<file path="src/rtl/apb_uart_pkg.sv">
// apb_uart_pkg: register map, STATUS bit positions, parity modes and FSM states
// shared by the UART top level and its baud generator.
package apb_uart_pkg;

    localparam int BAUD_W = 13;

    localparam logic [4:0] ADDR_TXDATA = 5'h00;
    localparam logic [4:0] ADDR_RXDATA = 5'h04;
    localparam logic [4:0] ADDR_CTRL1  = 5'h08;
    localparam logic [4:0] ADDR_CTRL2  = 5'h0C;
    localparam logic [4:0] ADDR_STATUS = 5'h10;
    localparam logic [4:0] ADDR_CTRL3  = 5'h14;

    localparam int STAT_TXRDY   = 0;
    localparam int STAT_RXRDY   = 1;
    localparam int STAT_PARERR  = 2;
    localparam int STAT_OVERFLW = 3;
    localparam int STAT_FRMERR  = 4;

    localparam logic [1:0] PAR_NONE = 2'd0;
    localparam logic [1:0] PAR_EVEN = 2'd1;
    localparam logic [1:0] PAR_ODD  = 2'd2;

    typedef enum logic [2:0] {IDLE, START, DATA, PARITY, STOP} uart_state_e;

    // Parity bit that makes data plus parity even (or odd when odd=1); bit7 ignored in 7-bit mode.
    function automatic logic calc_parity(input logic [7:0] data, input logic bit8, input logic odd);
        logic [7:0] masked;
        masked = bit8 ? data : {1'b0, data[6:0]};
        return (^masked) ^ odd;
    endfunction

endpackage

</file>
<file path="src/rtl/apb_uart_baud_gen.sv">
// apb_uart_baud_gen: 16x-oversampling tick, one tick every baud+1 PCLKs.
// With APB_UART_BAUD_FRCTN_EN, i_frctn of every 8 tick periods are one PCLK longer.
module apb_uart_baud_gen
    import apb_uart_pkg::*;
(
    input  logic              i_clk,
    input  logic              i_rst,
    input  logic [BAUD_W-1:0] i_baud,
`ifdef APB_UART_BAUD_FRCTN_EN
    input  logic [2:0]        i_frctn,
`endif
    output logic              o_tick
);

    logic [BAUD_W:0] r_cnt;
    logic [BAUD_W:0] w_limit;
    logic            r_tick;

`ifdef APB_UART_BAUD_FRCTN_EN
    logic [2:0] r_grp;

    assign w_limit = {1'b0, i_baud} + {{BAUD_W{1'b0}}, (r_grp < i_frctn)};

    // Position within the group of 8 ticks selects which periods get stretched.
    always_ff @(posedge i_clk) begin
        if (i_rst) begin
            r_grp <= 3'd0;
        end else if (r_cnt >= w_limit) begin
            r_grp <= r_grp + 3'd1;
        end
    end
`else
    assign w_limit = {1'b0, i_baud};
`endif

    // Divisor counter; >= keeps it bounded when the divisor is lowered mid-count.
    always_ff @(posedge i_clk) begin
        if (i_rst) begin
            r_cnt  <= '0;
            r_tick <= 1'b0;
        end else if (r_cnt >= w_limit) begin
            r_cnt  <= '0;
            r_tick <= 1'b1;
        end else begin
            r_cnt  <= r_cnt + {{BAUD_W{1'b0}}, 1'b1};
            r_tick <= 1'b0;
        end
    end

    assign o_tick = r_tick;

endmodule

</file>
<file path="src/rtl/apb_uart.sv">
// apb_uart: APB slave UART, 16x oversampling, 7/8 data bits, optional parity, one stop bit.
// Define APB_UART_BAUD_FRCTN_EN to add the fractional-divisor register CTRL3 at 0x14.
module apb_uart
    import apb_uart_pkg::*;
#(
    parameter bit          FIXEDMODE  = 1'b0,
    parameter logic [12:0] BAUD_VALUE = 13'd1,
    parameter bit          PRG_BIT8   = 1'b1,
    parameter logic [1:0]  PRG_PARITY = 2'd0
)(
    input  logic       PCLK,
    input  logic       PRESET,
    input  logic       PSEL,
    input  logic       PENABLE,
    input  logic       PWRITE,
    input  logic [4:0] PADDR,
    input  logic [7:0] PWDATA,
    output logic [7:0] PRDATA,
    output logic       PREADY,
    output logic       PSLVERR,
    output logic       TXRDY,
    output logic       RXRDY,
    output logic       PARITY_ERR,
    output logic       FRAMING_ERR,
    output logic       OVERFLOW,
    input  logic       RX,
    output logic       TX
);

    logic w_wr, w_rd_acc, w_wr_txdata, w_rd_rxdata, w_rd_status;
    assign w_wr        = PSEL & PENABLE & PWRITE;
    assign w_rd_acc    = PSEL & PENABLE & ~PWRITE;
    assign w_wr_txdata = w_wr & (PADDR == ADDR_TXDATA);
    assign w_rd_rxdata = w_rd_acc & (PADDR == ADDR_RXDATA);
    assign w_rd_status = w_rd_acc & (PADDR == ADDR_STATUS);

    logic [7:0] r_ctrl1, r_ctrl2;
`ifdef APB_UART_BAUD_FRCTN_EN
    logic [2:0] r_ctrl3;
`endif

    // Control registers; writes are ignored in fixed mode.
    always_ff @(posedge PCLK) begin
        if (PRESET) begin
            r_ctrl1 <= 8'h00;
            r_ctrl2 <= 8'h00;
`ifdef APB_UART_BAUD_FRCTN_EN
            r_ctrl3 <= 3'd0;
`endif
        end else if (w_wr && !FIXEDMODE) begin
            if (PADDR == ADDR_CTRL1) r_ctrl1 <= PWDATA;
            if (PADDR == ADDR_CTRL2) r_ctrl2 <= PWDATA;
`ifdef APB_UART_BAUD_FRCTN_EN
            if (PADDR == ADDR_CTRL3) r_ctrl3 <= PWDATA[2:0];
`endif
        end
    end

    logic [12:0] w_baud;
    logic        w_bit8, w_par_en, w_odd, w_tick;
    logic [2:0]  w_last_bit;
    assign w_baud     = FIXEDMODE ? BAUD_VALUE : {r_ctrl2[7:3], r_ctrl1};
    assign w_bit8     = FIXEDMODE ? PRG_BIT8 : r_ctrl2[0];
    assign w_par_en   = FIXEDMODE ? (PRG_PARITY != PAR_NONE) : r_ctrl2[1];
    assign w_odd      = FIXEDMODE ? (PRG_PARITY == PAR_ODD) : r_ctrl2[2];
    assign w_last_bit = w_bit8 ? 3'd7 : 3'd6;

    apb_uart_baud_gen u_baud (
        .i_clk   (PCLK),
        .i_rst   (PRESET),
        .i_baud  (w_baud),
`ifdef APB_UART_BAUD_FRCTN_EN
        .i_frctn (r_ctrl3),
`endif
        .o_tick  (w_tick)
    );

    // ---------------- transmitter ----------------
    uart_state_e r_tx_state, w_tx_state_nx;
    logic [3:0]  r_tx_cnt, w_tx_cnt_nx;
    logic [2:0]  r_tx_bit, w_tx_bit_nx;
    logic [7:0]  r_tx_shift, w_tx_shift_nx, r_tx_hold;
    logic        r_tx_par, w_tx_par_nx, r_tx_loaded, w_tx_loaded_nx;
    logic        r_tx, w_tx_nx, w_tx_take, w_tx_bit_end, r_txrdy;
    assign w_tx_bit_end = w_tick & (r_tx_cnt == 4'hF);

    // TX next state: r_tx_loaded marks a frame waiting in IDLE for its first tick.
    always_comb begin
        w_tx_state_nx  = r_tx_state;
        w_tx_cnt_nx    = r_tx_cnt + {3'b000, w_tick};
        w_tx_bit_nx    = r_tx_bit;
        w_tx_shift_nx  = r_tx_shift;
        w_tx_par_nx    = r_tx_par;
        w_tx_loaded_nx = r_tx_loaded;
        w_tx_nx        = r_tx;
        w_tx_take      = 1'b0;
        case (r_tx_state)
            IDLE: begin
                w_tx_cnt_nx = 4'd0;
                w_tx_nx     = 1'b1;
                if (!r_tx_loaded && !r_txrdy) begin
                    w_tx_take      = 1'b1;
                    w_tx_loaded_nx = 1'b1;
                    w_tx_shift_nx  = r_tx_hold;
                    w_tx_par_nx    = calc_parity(r_tx_hold, w_bit8, w_odd);
                end else if (r_tx_loaded && w_tick) begin
                    w_tx_state_nx = START;
                    w_tx_nx       = 1'b0;
                end else begin
                    w_tx_take = 1'b0;
                end
            end
            START: begin
                if (w_tx_bit_end) begin
                    w_tx_state_nx = DATA;
                    w_tx_bit_nx   = 3'd0;
                    w_tx_nx       = r_tx_shift[0];
                end else begin
                    w_tx_state_nx = START;
                end
            end
            DATA: begin
                if (w_tx_bit_end) begin
                    w_tx_shift_nx = {1'b0, r_tx_shift[7:1]};
                    w_tx_bit_nx   = r_tx_bit + 3'd1;
                    if (r_tx_bit != w_last_bit) begin
                        w_tx_nx = r_tx_shift[1];
                    end else if (w_par_en) begin
                        w_tx_state_nx = PARITY;
                        w_tx_nx       = r_tx_par;
                    end else begin
                        w_tx_state_nx = STOP;
                        w_tx_nx       = 1'b1;
                    end
                end else begin
                    w_tx_state_nx = DATA;
                end
            end
            PARITY: begin
                if (w_tx_bit_end) begin
                    w_tx_state_nx = STOP;
                    w_tx_nx       = 1'b1;
                end else begin
                    w_tx_state_nx = PARITY;
                end
            end
            STOP: begin
                // A waiting holding register starts the next frame with no idle gap.
                if (w_tx_bit_end && !r_txrdy) begin
                    w_tx_take     = 1'b1;
                    w_tx_shift_nx = r_tx_hold;
                    w_tx_par_nx   = calc_parity(r_tx_hold, w_bit8, w_odd);
                    w_tx_state_nx = START;
                    w_tx_nx       = 1'b0;
                end else if (w_tx_bit_end) begin
                    w_tx_state_nx  = IDLE;
                    w_tx_loaded_nx = 1'b0;
                    w_tx_nx        = 1'b1;
                end else begin
                    w_tx_state_nx = STOP;
                end
            end
            default: begin
                w_tx_state_nx  = IDLE;
                w_tx_loaded_nx = 1'b0;
                w_tx_nx        = 1'b1;
            end
        endcase
    end

    // TX state register.
    always_ff @(posedge PCLK) begin
        if (PRESET) begin
            r_tx_state  <= IDLE;
            r_tx_cnt    <= 4'd0;
            r_tx_bit    <= 3'd0;
            r_tx_shift  <= 8'h00;
            r_tx_par    <= 1'b0;
            r_tx_loaded <= 1'b0;
            r_tx        <= 1'b1;
        end else begin
            r_tx_state  <= w_tx_state_nx;
            r_tx_cnt    <= w_tx_cnt_nx;
            r_tx_bit    <= w_tx_bit_nx;
            r_tx_shift  <= w_tx_shift_nx;
            r_tx_par    <= w_tx_par_nx;
            r_tx_loaded <= w_tx_loaded_nx;
            r_tx        <= w_tx_nx;
        end
    end

    // Holding register: a write in the transfer cycle wins so no byte is lost.
    always_ff @(posedge PCLK) begin
        if (PRESET) begin
            r_tx_hold <= 8'h00;
            r_txrdy   <= 1'b1;
        end else if (w_wr_txdata) begin
            r_tx_hold <= PWDATA;
            r_txrdy   <= 1'b0;
        end else if (w_tx_take) begin
            r_txrdy   <= 1'b1;
        end
    end

    // ---------------- receiver ----------------
    logic        r_rx_meta, r_rx_sync, r_rx_prev;
    uart_state_e r_rx_state, w_rx_state_nx;
    logic [3:0]  r_rx_cnt, w_rx_cnt_nx;
    logic [2:0]  r_rx_bit, w_rx_bit_nx;
    logic [7:0]  r_rx_shift, w_rx_shift_nx, r_rxdata;
    logic        w_rx_done, w_rx_perr, w_rx_ferr, w_rx_bit_end;
    logic        r_rxrdy, r_perr, r_ferr, r_ovf;
    assign w_rx_bit_end = w_tick & (r_rx_cnt == 4'hF);

    // RX next state: start is re-checked after 8 ticks, later bits every 16 ticks.
    always_comb begin
        w_rx_state_nx = r_rx_state;
        w_rx_cnt_nx   = r_rx_cnt + {3'b000, w_tick};
        w_rx_bit_nx   = r_rx_bit;
        w_rx_shift_nx = r_rx_shift;
        w_rx_done     = 1'b0;
        w_rx_perr     = 1'b0;
        w_rx_ferr     = 1'b0;
        case (r_rx_state)
            IDLE: begin
                w_rx_cnt_nx = 4'd0;
                if (r_rx_prev && !r_rx_sync) begin
                    w_rx_state_nx = START;
                end else begin
                    w_rx_state_nx = IDLE;
                end
            end
            START: begin
                if (w_tick && r_rx_cnt == 4'd7) begin
                    w_rx_cnt_nx   = 4'd0;
                    w_rx_bit_nx   = 3'd0;
                    w_rx_shift_nx = 8'h00;
                    w_rx_state_nx = r_rx_sync ? IDLE : DATA;
                end else begin
                    w_rx_state_nx = START;
                end
            end
            DATA: begin
                if (w_rx_bit_end) begin
                    w_rx_shift_nx[r_rx_bit] = r_rx_sync;
                    w_rx_bit_nx             = r_rx_bit + 3'd1;
                    if (r_rx_bit != w_last_bit) begin
                        w_rx_state_nx = DATA;
                    end else begin
                        w_rx_state_nx = w_par_en ? PARITY : STOP;
                    end
                end else begin
                    w_rx_state_nx = DATA;
                end
            end
            PARITY: begin
                if (w_rx_bit_end) begin
                    w_rx_perr     = calc_parity(r_rx_shift, w_bit8, w_odd) ^ r_rx_sync;
                    w_rx_state_nx = STOP;
                end else begin
                    w_rx_state_nx = PARITY;
                end
            end
            STOP: begin
                if (w_rx_bit_end) begin
                    w_rx_done     = r_rx_sync;
                    w_rx_ferr     = ~r_rx_sync;
                    w_rx_state_nx = IDLE;
                end else begin
                    w_rx_state_nx = STOP;
                end
            end
            default: begin
                w_rx_state_nx = IDLE;
            end
        endcase
    end

    // RX synchronizer and state register; r_rx_prev also blocks rearming while RX stays low.
    always_ff @(posedge PCLK) begin
        if (PRESET) begin
            r_rx_meta  <= 1'b1;
            r_rx_sync  <= 1'b1;
            r_rx_prev  <= 1'b1;
            r_rx_state <= IDLE;
            r_rx_cnt   <= 4'd0;
            r_rx_bit   <= 3'd0;
            r_rx_shift <= 8'h00;
        end else begin
            r_rx_meta  <= RX;
            r_rx_sync  <= r_rx_meta;
            r_rx_prev  <= r_rx_sync;
            r_rx_state <= w_rx_state_nx;
            r_rx_cnt   <= w_rx_cnt_nx;
            r_rx_bit   <= w_rx_bit_nx;
            r_rx_shift <= w_rx_shift_nx;
        end
    end

    // RX data and sticky flags; a set in the same cycle as a clearing read wins.
    always_ff @(posedge PCLK) begin
        if (PRESET) begin
            r_rxdata <= 8'h00;
            r_rxrdy  <= 1'b0;
            r_perr   <= 1'b0;
            r_ferr   <= 1'b0;
            r_ovf    <= 1'b0;
        end else begin
            if (w_rx_done && !r_rxrdy) r_rxdata <= r_rx_shift;
            if (w_rx_done)             r_rxrdy  <= 1'b1;
            else if (w_rd_rxdata)      r_rxrdy  <= 1'b0;
            if (w_rx_done && r_rxrdy)  r_ovf    <= 1'b1;
            else if (w_rd_status)      r_ovf    <= 1'b0;
            if (w_rx_perr)             r_perr   <= 1'b1;
            else if (w_rd_status)      r_perr   <= 1'b0;
            if (w_rx_ferr)             r_ferr   <= 1'b1;
            else if (w_rd_status)      r_ferr   <= 1'b0;
        end
    end

    // ---------------- APB read ----------------
    logic [7:0] w_status;

    // STATUS register assembly.
    always_comb begin
        w_status               = 8'h00;
        w_status[STAT_TXRDY]   = r_txrdy;
        w_status[STAT_RXRDY]   = r_rxrdy;
        w_status[STAT_PARERR]  = r_perr;
        w_status[STAT_OVERFLW] = r_ovf;
        w_status[STAT_FRMERR]  = r_ferr;
    end

    // Read mux; data is driven only during a read transfer.
    always_comb begin
        PRDATA = 8'h00;
        if (PSEL && !PWRITE) begin
            case (PADDR)
                ADDR_RXDATA: PRDATA = r_rxdata;
                ADDR_CTRL1:  PRDATA = FIXEDMODE ? 8'h00 : r_ctrl1;
                ADDR_CTRL2:  PRDATA = FIXEDMODE ? 8'h00 : r_ctrl2;
                ADDR_STATUS: PRDATA = w_status;
`ifdef APB_UART_BAUD_FRCTN_EN
                ADDR_CTRL3:  PRDATA = {5'b00000, r_ctrl3};
`endif
                default:     PRDATA = 8'h00;
            endcase
        end else begin
            PRDATA = 8'h00;
        end
    end

    assign PREADY      = 1'b1;
    assign PSLVERR     = 1'b0;
    assign TXRDY       = r_txrdy;
    assign RXRDY       = r_rxrdy;
    assign PARITY_ERR  = r_perr;
    assign FRAMING_ERR = r_ferr;
    assign OVERFLOW    = r_ovf;
    assign TX          = r_tx;

endmodule

</file>
<file path="config.mk">
export PLATFORM = sky130hd
export DESIGN_NAME = apb_uart
export DESIGN_NICKNAME = d
export VERILOG_FILES = /design/src/rtl/apb_uart_pkg.sv /design/src/rtl/apb_uart_baud_gen.sv /design/src/rtl/apb_uart.sv
export SDC_FILE = /design/constraint.sdc
export NUM_CORES = 1
export LEC_CHECK = 0
export CORE_MARGIN = 3
export CORE_UTILIZATION = 25
export DETAILED_ROUTE_END_ITERATION = 12
export SLEW_MARGIN = 10
export SYNTH_ARGS = -nofsm -noshare
export SYNTH_HDL_FRONTEND = slang
export SYNTH_SLANG_ARGS = --single-unit
export TNS_END_PERCENT = 10
</file>
<file path="constraint.sdc">
create_clock -name PCLK -period 2.2 [get_ports PCLK]
set_clock_uncertainty 0.1 [all_clocks]
set_input_delay 0.66 -clock PCLK [delete_from_list [all_inputs] [get_ports PCLK]]
set_output_delay 0.66 -clock PCLK [all_outputs]
set_load 0.1 [all_outputs]
</file>
-- Word-level counts from Yosys, hierarchy flattened
Index checks and enable logic that the tools add are counted.
- bits in registers: 94
- output and inout bits: 16
- logic and storage cells: 190
- input port bits: 19
- multiplexer cells: 75
- bitwise operators: 14
- reductions and logical operators: 40
- order comparisons: 3
- equality and inequality tests: 28
- $add $sub $neg: 5
- operators by type and width (kind ; number):
    $mux 8 ; 8
    $mux 3 ; 16
    $mux 1 ; 33
    $pmux 8 s4 ; 1
    $pmux 3 s5 ; 2
    $pmux 8 s3 ; 1
    $ne 2x2->1 const B ; 10
    $pmux 8 s2 ; 1
    $reduce_bool 2->1 ; 8
    $reduce_xor 8->1 ; 2
    $add 14x1->14 const B ; 1
    $ge 14x13->1 ; 1
    $eq 3x2->1 const B ; 4
    $pmux 3 s2 ; 2
    $reduce_and 3->1 ; 4
    $eq 5x4->1 const B ; 2
    $logic_and 1x1->1 ; 9
    $add 4x1->4 ; 2
    $and 1x1->1 ; 8
    $bwmux 8 ; 1
    $eq 4x4->1 const B ; 2
    $pmux 4 s2 ; 1
    $reduce_and 4->1 ; 2
    $add 3x1->3 const B ; 2
    other kinds (24) ; 42

-- Depth between registers and ports, before layout
Gate-level depths: netlist (run 1).
- depth after elaboration: 7
- mapped depth: 8
- mapped depth without buffers: 7

-- Modules after synthesis
A second synthesis (run 1) with hierarchy kept.
- cells, all modules: 561
- area total of the unflattened synthesis: 4917.2 µm²
- by module, submodules not included (module ; instances ; area an instance (µm²) ; cells each ; seq. area each (µm²)):
    apb_uart ; 1 ; 3981.3 ; 451 ; 1581.5
    apb_uart_baud_gen ; 1 ; 935.9 ; 110 ; 300.3

-- Least setup slack after synthesis (run 1)
Ideal clock, no wire load.
- path type: in2out
- from: in PADDR[1]
- to: out PRDATA[1]
- stages on the path: 5
- path slack: -1.275 ns
- data required time: 1.440 ns
- buffers on the path: 1
- data arrival time: 2.715 ns
- path through: nor4_4 and2_1 buf_2 a222oi_1 nor2_1
- cells in the longest elaborated chain, start to end: 3
- elaborated cells between the ends (all ways): 6
- classes of those cells: 4 x eq/ne; 2 x mux
- RTL lines (what ; RTL line ; RTL):
    from (decl) ; apb_uart.sv:16 ; input logic [4:0] PADDR,
    $eq 5x5->1 (tied with other cells) ; apb_uart.sv:338 ; case (PADDR)
    $pmux 8 s4 (*) ; apb_uart.sv:338 ;
    $mux 8 (*) ; apb_uart.sv:337 ; if (PSEL && !PWRITE) begin
    to (decl) ; apb_uart.sv:18 ; output logic [7:0] PRDATA,
Every way passes the cells marked *; elsewhere a longest branch is shown, timed or not.

-- Worst setup path after layout (run 1)
Ends and elaborated chain as after synthesis.

==> results.json, run 1 <==
{
  "violations": "setup timing",
  "drt_iter0_markers": 333,
  "path_clk_slew_ns": 0.07,
  "min_period_ns": 2.700,
  "final_common_cell": "dfxtp_1",
  "switching_share": 0.2388,
  "row_count": 50,
  "syn-instance-count": 567,
  "diodes": 0,
  "insertion_delay_ns": 0.35,
  "syn-cell-area_um2": 4966,
  "grt_pass1_vias": 3901,
  "worstPathRequired_ns": 1.44,
  "avgSynthCellArea_um2": 8.758,
  "antenna_left": 0,
  "vias": 4087,
  "cap_violations": 0,
  "cts_inserted_buffers": 9,
  "die_y_um": 146.9,
  "final_cells": 885,
  "io_pins": 35,
  "crit_fanout": 5,
  "dp_hpwl_mm": 8.725,
  "drv_slew": 0,
  "crit_path_frequent_cell": "buf_2",
  "crit_type": "in2out",
  "p_switching_mw": 0.8439,
  "track_usage": 0.1154,
  "drt_pass1_iterations": 5,
  "m1WireLength_mm": 6.078,
  "yosysWarnings": 0,
  "relSlewSlack": 0.4532,
  "cp_slowest_cell": "nor4b_4",
  "p_int_mw": 2.689,
  "netlist-cell-type-count": 65,
  "wl_per_cell_um": 13.59,
  "async_flop_share": 0,
  "finalHoldViolCount": 0,
  "gp_congestion": 0.7773,
  "cts_buffer_depth": 2,
  "fmax_mhz": 370.4,
  "synth_top_family_by_area": "simple AND/OR/NAND/NOR gates",
  "rsz0062_at_grt": "true",
  "cts-hold-fix-buffers": 0,
  "synth_ff_type": "dfxtp_1",
  "die_area_um2": 21590,
  "wl_met3_um": 568,
  "crit_arrival_ns": 1.94,
  "tightest_slew_ns": 0.8191,
  "synth_nets": 606,
  "final_cell_mix": "dfxtp_1, nor2_1, nand2_1, mux2i_1, buf_4",
  "crit_chain": "buf_2 > nor4b_4 > buf_2 > a222oi_1 > buf_4 > nor2_4 > buf_12",
  "synth_compound_area_frac": 0.1318,
  "grt_pass1_wl_mm": 20.29,
  "muxShareOfSynthArea": 0.08491,
  "pwr-share-clk": 0.447,
  "antenna_found_initial": 0,
  "cts_root_buf": "clkbuf_16",
  "placed_cells": 867,
  "cts.htree.levels": 3,
  "synth_simple_gate_area_frac": 0.2343,
  "routed_wl_mm": 12.03,
  "drc": 0,
  "cp-end-kind": "output pin",
  "synth_edf_count": 0,
  "clock_sinks": 94,
  "synth_adder_area_share": 0.05039,
  "port_buffers": 32,
  "synth_xor_area_frac": 0.06626,
  "startpoint_type": "input port",
  "timing.final.ws_setup_ns": -0.4995,
  "initial_utilization": 0.2603,
  "cts_tree": "done",
  "vdd_drop_max_mv": 0.4024,
  "min_path_type": "reg2reg",
  "synthToLayoutAreaGrowth_pct": 26.73,
  "setup_violations": 8,
  "outcome": "complete, but fails checks",
  "topRoutingLayerUsed": "met4",
  "synth-seq-cells": 94,
  "fin_crit_sh": 1.227,
  "synth.yosys.seq_area_share": 0.3789,
  "grt.overflow.total": 0,
  "drive_gt1_frac": 0.1808,
  "fin_tns_setup_ns": -3.816,
  "pwr-share-seq": 0.492,
  "power_mw": 3.533,
  "core_um2": 19080,
  "met2_length_mm": 5.134,
  "combPwrFrac": 0.060,
  "grt_max_degree": 41,
  "p_per_area_nw_per_um2": 561.4,
  "p_leak_nw": 2.167,
  "cp_slowest_stage_delay_ns": 0.33,
  "die_x_um": 146.9,
  "final_net_count": 659,
  "vias_per_cell": 4.618
}
power by group through the flow:
stage / Sequential (mW) / Combinational [mW] / Clock (mW)
final: 1.74 / 0.214 / 1.58
after global routing: 1.74 / 0.236 / 1.68
after CTS: 1.74 / 0.213 / 1.62
after detailed placement: 1.78 / 0.208 / 0
after global placement: 1.78 / 0.207 / 0
after floorplan: 1.77 / 0.122 / 0
cell usage after synthesis, types with 2 or more instances:
cell | instances | area (um2)
buf_4 | 4 | 30.03
o211ai_1 | 3 | 22.52
nor2_1 | 87 | 326.6
o31ai_1 | 4 | 30.03
inv_1 | 18 | 67.56
mux2i_1 | 41 | 410.4
a211oi_1 | 9 | 67.56
nand2b_1 | 7 | 43.79
conb_1 | 2 | 7.510
or2_2 | 5 | 31.28
nand2_1 | 41 | 153.9
a222oi_1 | 5 | 50.05
buf_1 | 2 | 7.510
nor3b_1 | 4 | 30.03
a21oi_1 | 26 | 130.1
nor2_4 | 2 | 22.52
ha_1 | 20 | 250.2
a31oi_1 | 7 | 43.79
a22o_1 | 3 | 26.28
and4_1 | 2 | 17.52
clkbuf_1 | 13 | 48.80
nor4_1 | 3 | 18.77
a21o_1 | 3 | 22.52
buf_6 | 4 | 45.04
a22oi_1 | 5 | 37.54
nor2b_1 | 3 | 18.77
and2b_1 | 2 | 15.01
nor3_1 | 5 | 25.02
xnor2_1 | 25 | 219.0
and2_1 | 12 | 75.07
nand3_1 | 27 | 135.1
nor4_4 | 2 | 42.54
nor3b_2 | 2 | 25.02
nand4_1 | 5 | 31.28
dfxtp_1 | 94 | 1882
buf_2 | 6 | 30.03
and3_1 | 4 | 25.02
xor2_1 | 10 | 87.58
o21ai_0 | 23 | 115.1
and2b_2 | 2 | 17.52
sequential cells by signal (all words and copies together), names as in the netlist, 3 cells and up:
name          flops
r_rx_cnt          4
r_ctrl1           8
r_tx_cnt          4
u_baud.r_cnt     14
r_rxdata          8
r_tx_state        3
r_rx_bit          3
r_tx_hold         8
r_rx_state        3
r_rx_shift        8
r_tx_bit          3
r_tx_shift        8
r_ctrl2           8
worst max-delay path: cells and delay by family:
family          cells  cell delay [ns]
compound gates      1             0.11
simple gates        2             0.45
buf+inv             4             0.72
routing by layer:
metal | GRT usage | vias up
met2 | 0.1685 | 86
met5 | 0 | -
met1 | 0.1637 | 1910
li1 | - | 2075
met3 | 0.03331 | 16
met4 | 0.03728 | 0
worst paths after layout:
| check | from | end | slack, ns | depth (start not counted) |
|---|---|---|---|---|
| min | r_rx_meta | r_rx_sync | 0.31 | 1 |
| max reg2reg | r_ctrl1[5] | u_baud.o_tick | 0.25 | 7 |
| max | PADDR[1] | PRDATA[1] | -0.50 | 7 |
| min reg2reg | r_rx_meta | r_rx_sync | 0.31 | 1 |
final cells by class:
class                      instances  area [um2]
multi-input combinational        423        2919
clock buffer                       9       225.2
inverter                          19       71.32
tap                              260       325.3
timing repair buffer              73       795.8
clock inverter                     7       75.07
fill                            2002       12790
sequential                        94        1882
metrics by stage:
| step | hold slack [ns] | utilization | worst slack (ns) | instance area [um2] |
|---|---|---|---|---|
| after global routing | 0.3299 | 0.3298 | -0.5771 | 6294 |
| final | 0.3122 | 0.3298 | -0.4995 | 6294 |
| after floorplan | 0.2895 | - | -0.5342 | 5032 |
| after global placement | 0.2946 | 0.3112 | -0.9854 | 5938 |
| after detailed placement | 0.3016 | 0.3112 | -0.9916 | 5938 |
| after CTS | 0.3179 | 0.3292 | -0.5351 | 6281 |
timing repair:
| action | CTS | global route |
|---|---|---|
| gates cloned | 1 | 0 |
| gates resized for setup | 34 | 5 |
| endpoints found under the setup margin | 16 | 8 |
| pin swaps | 10 | 3 |
| setup buffers | 1 | 0 |
kinds of logic after synthesis:
logic type                 Yosys count
adders and majority gates           20
DFF                                 94
muxes                               42
other                                2
buffers and inverters               50
and+or+nand+nor                    225
xor gates and xnor gates            36
AOI/OAI and AO/OA                   98
Note: power is estimated with default switching activity, not from simulation.
==> inputs of run 2 (changes only) <==
HOLD_SLACK_MARGIN = 0.15   (was unset)
==> results of run 2 <==
Same layout as run 1: the final DEF is identical, and so are final timing and power.
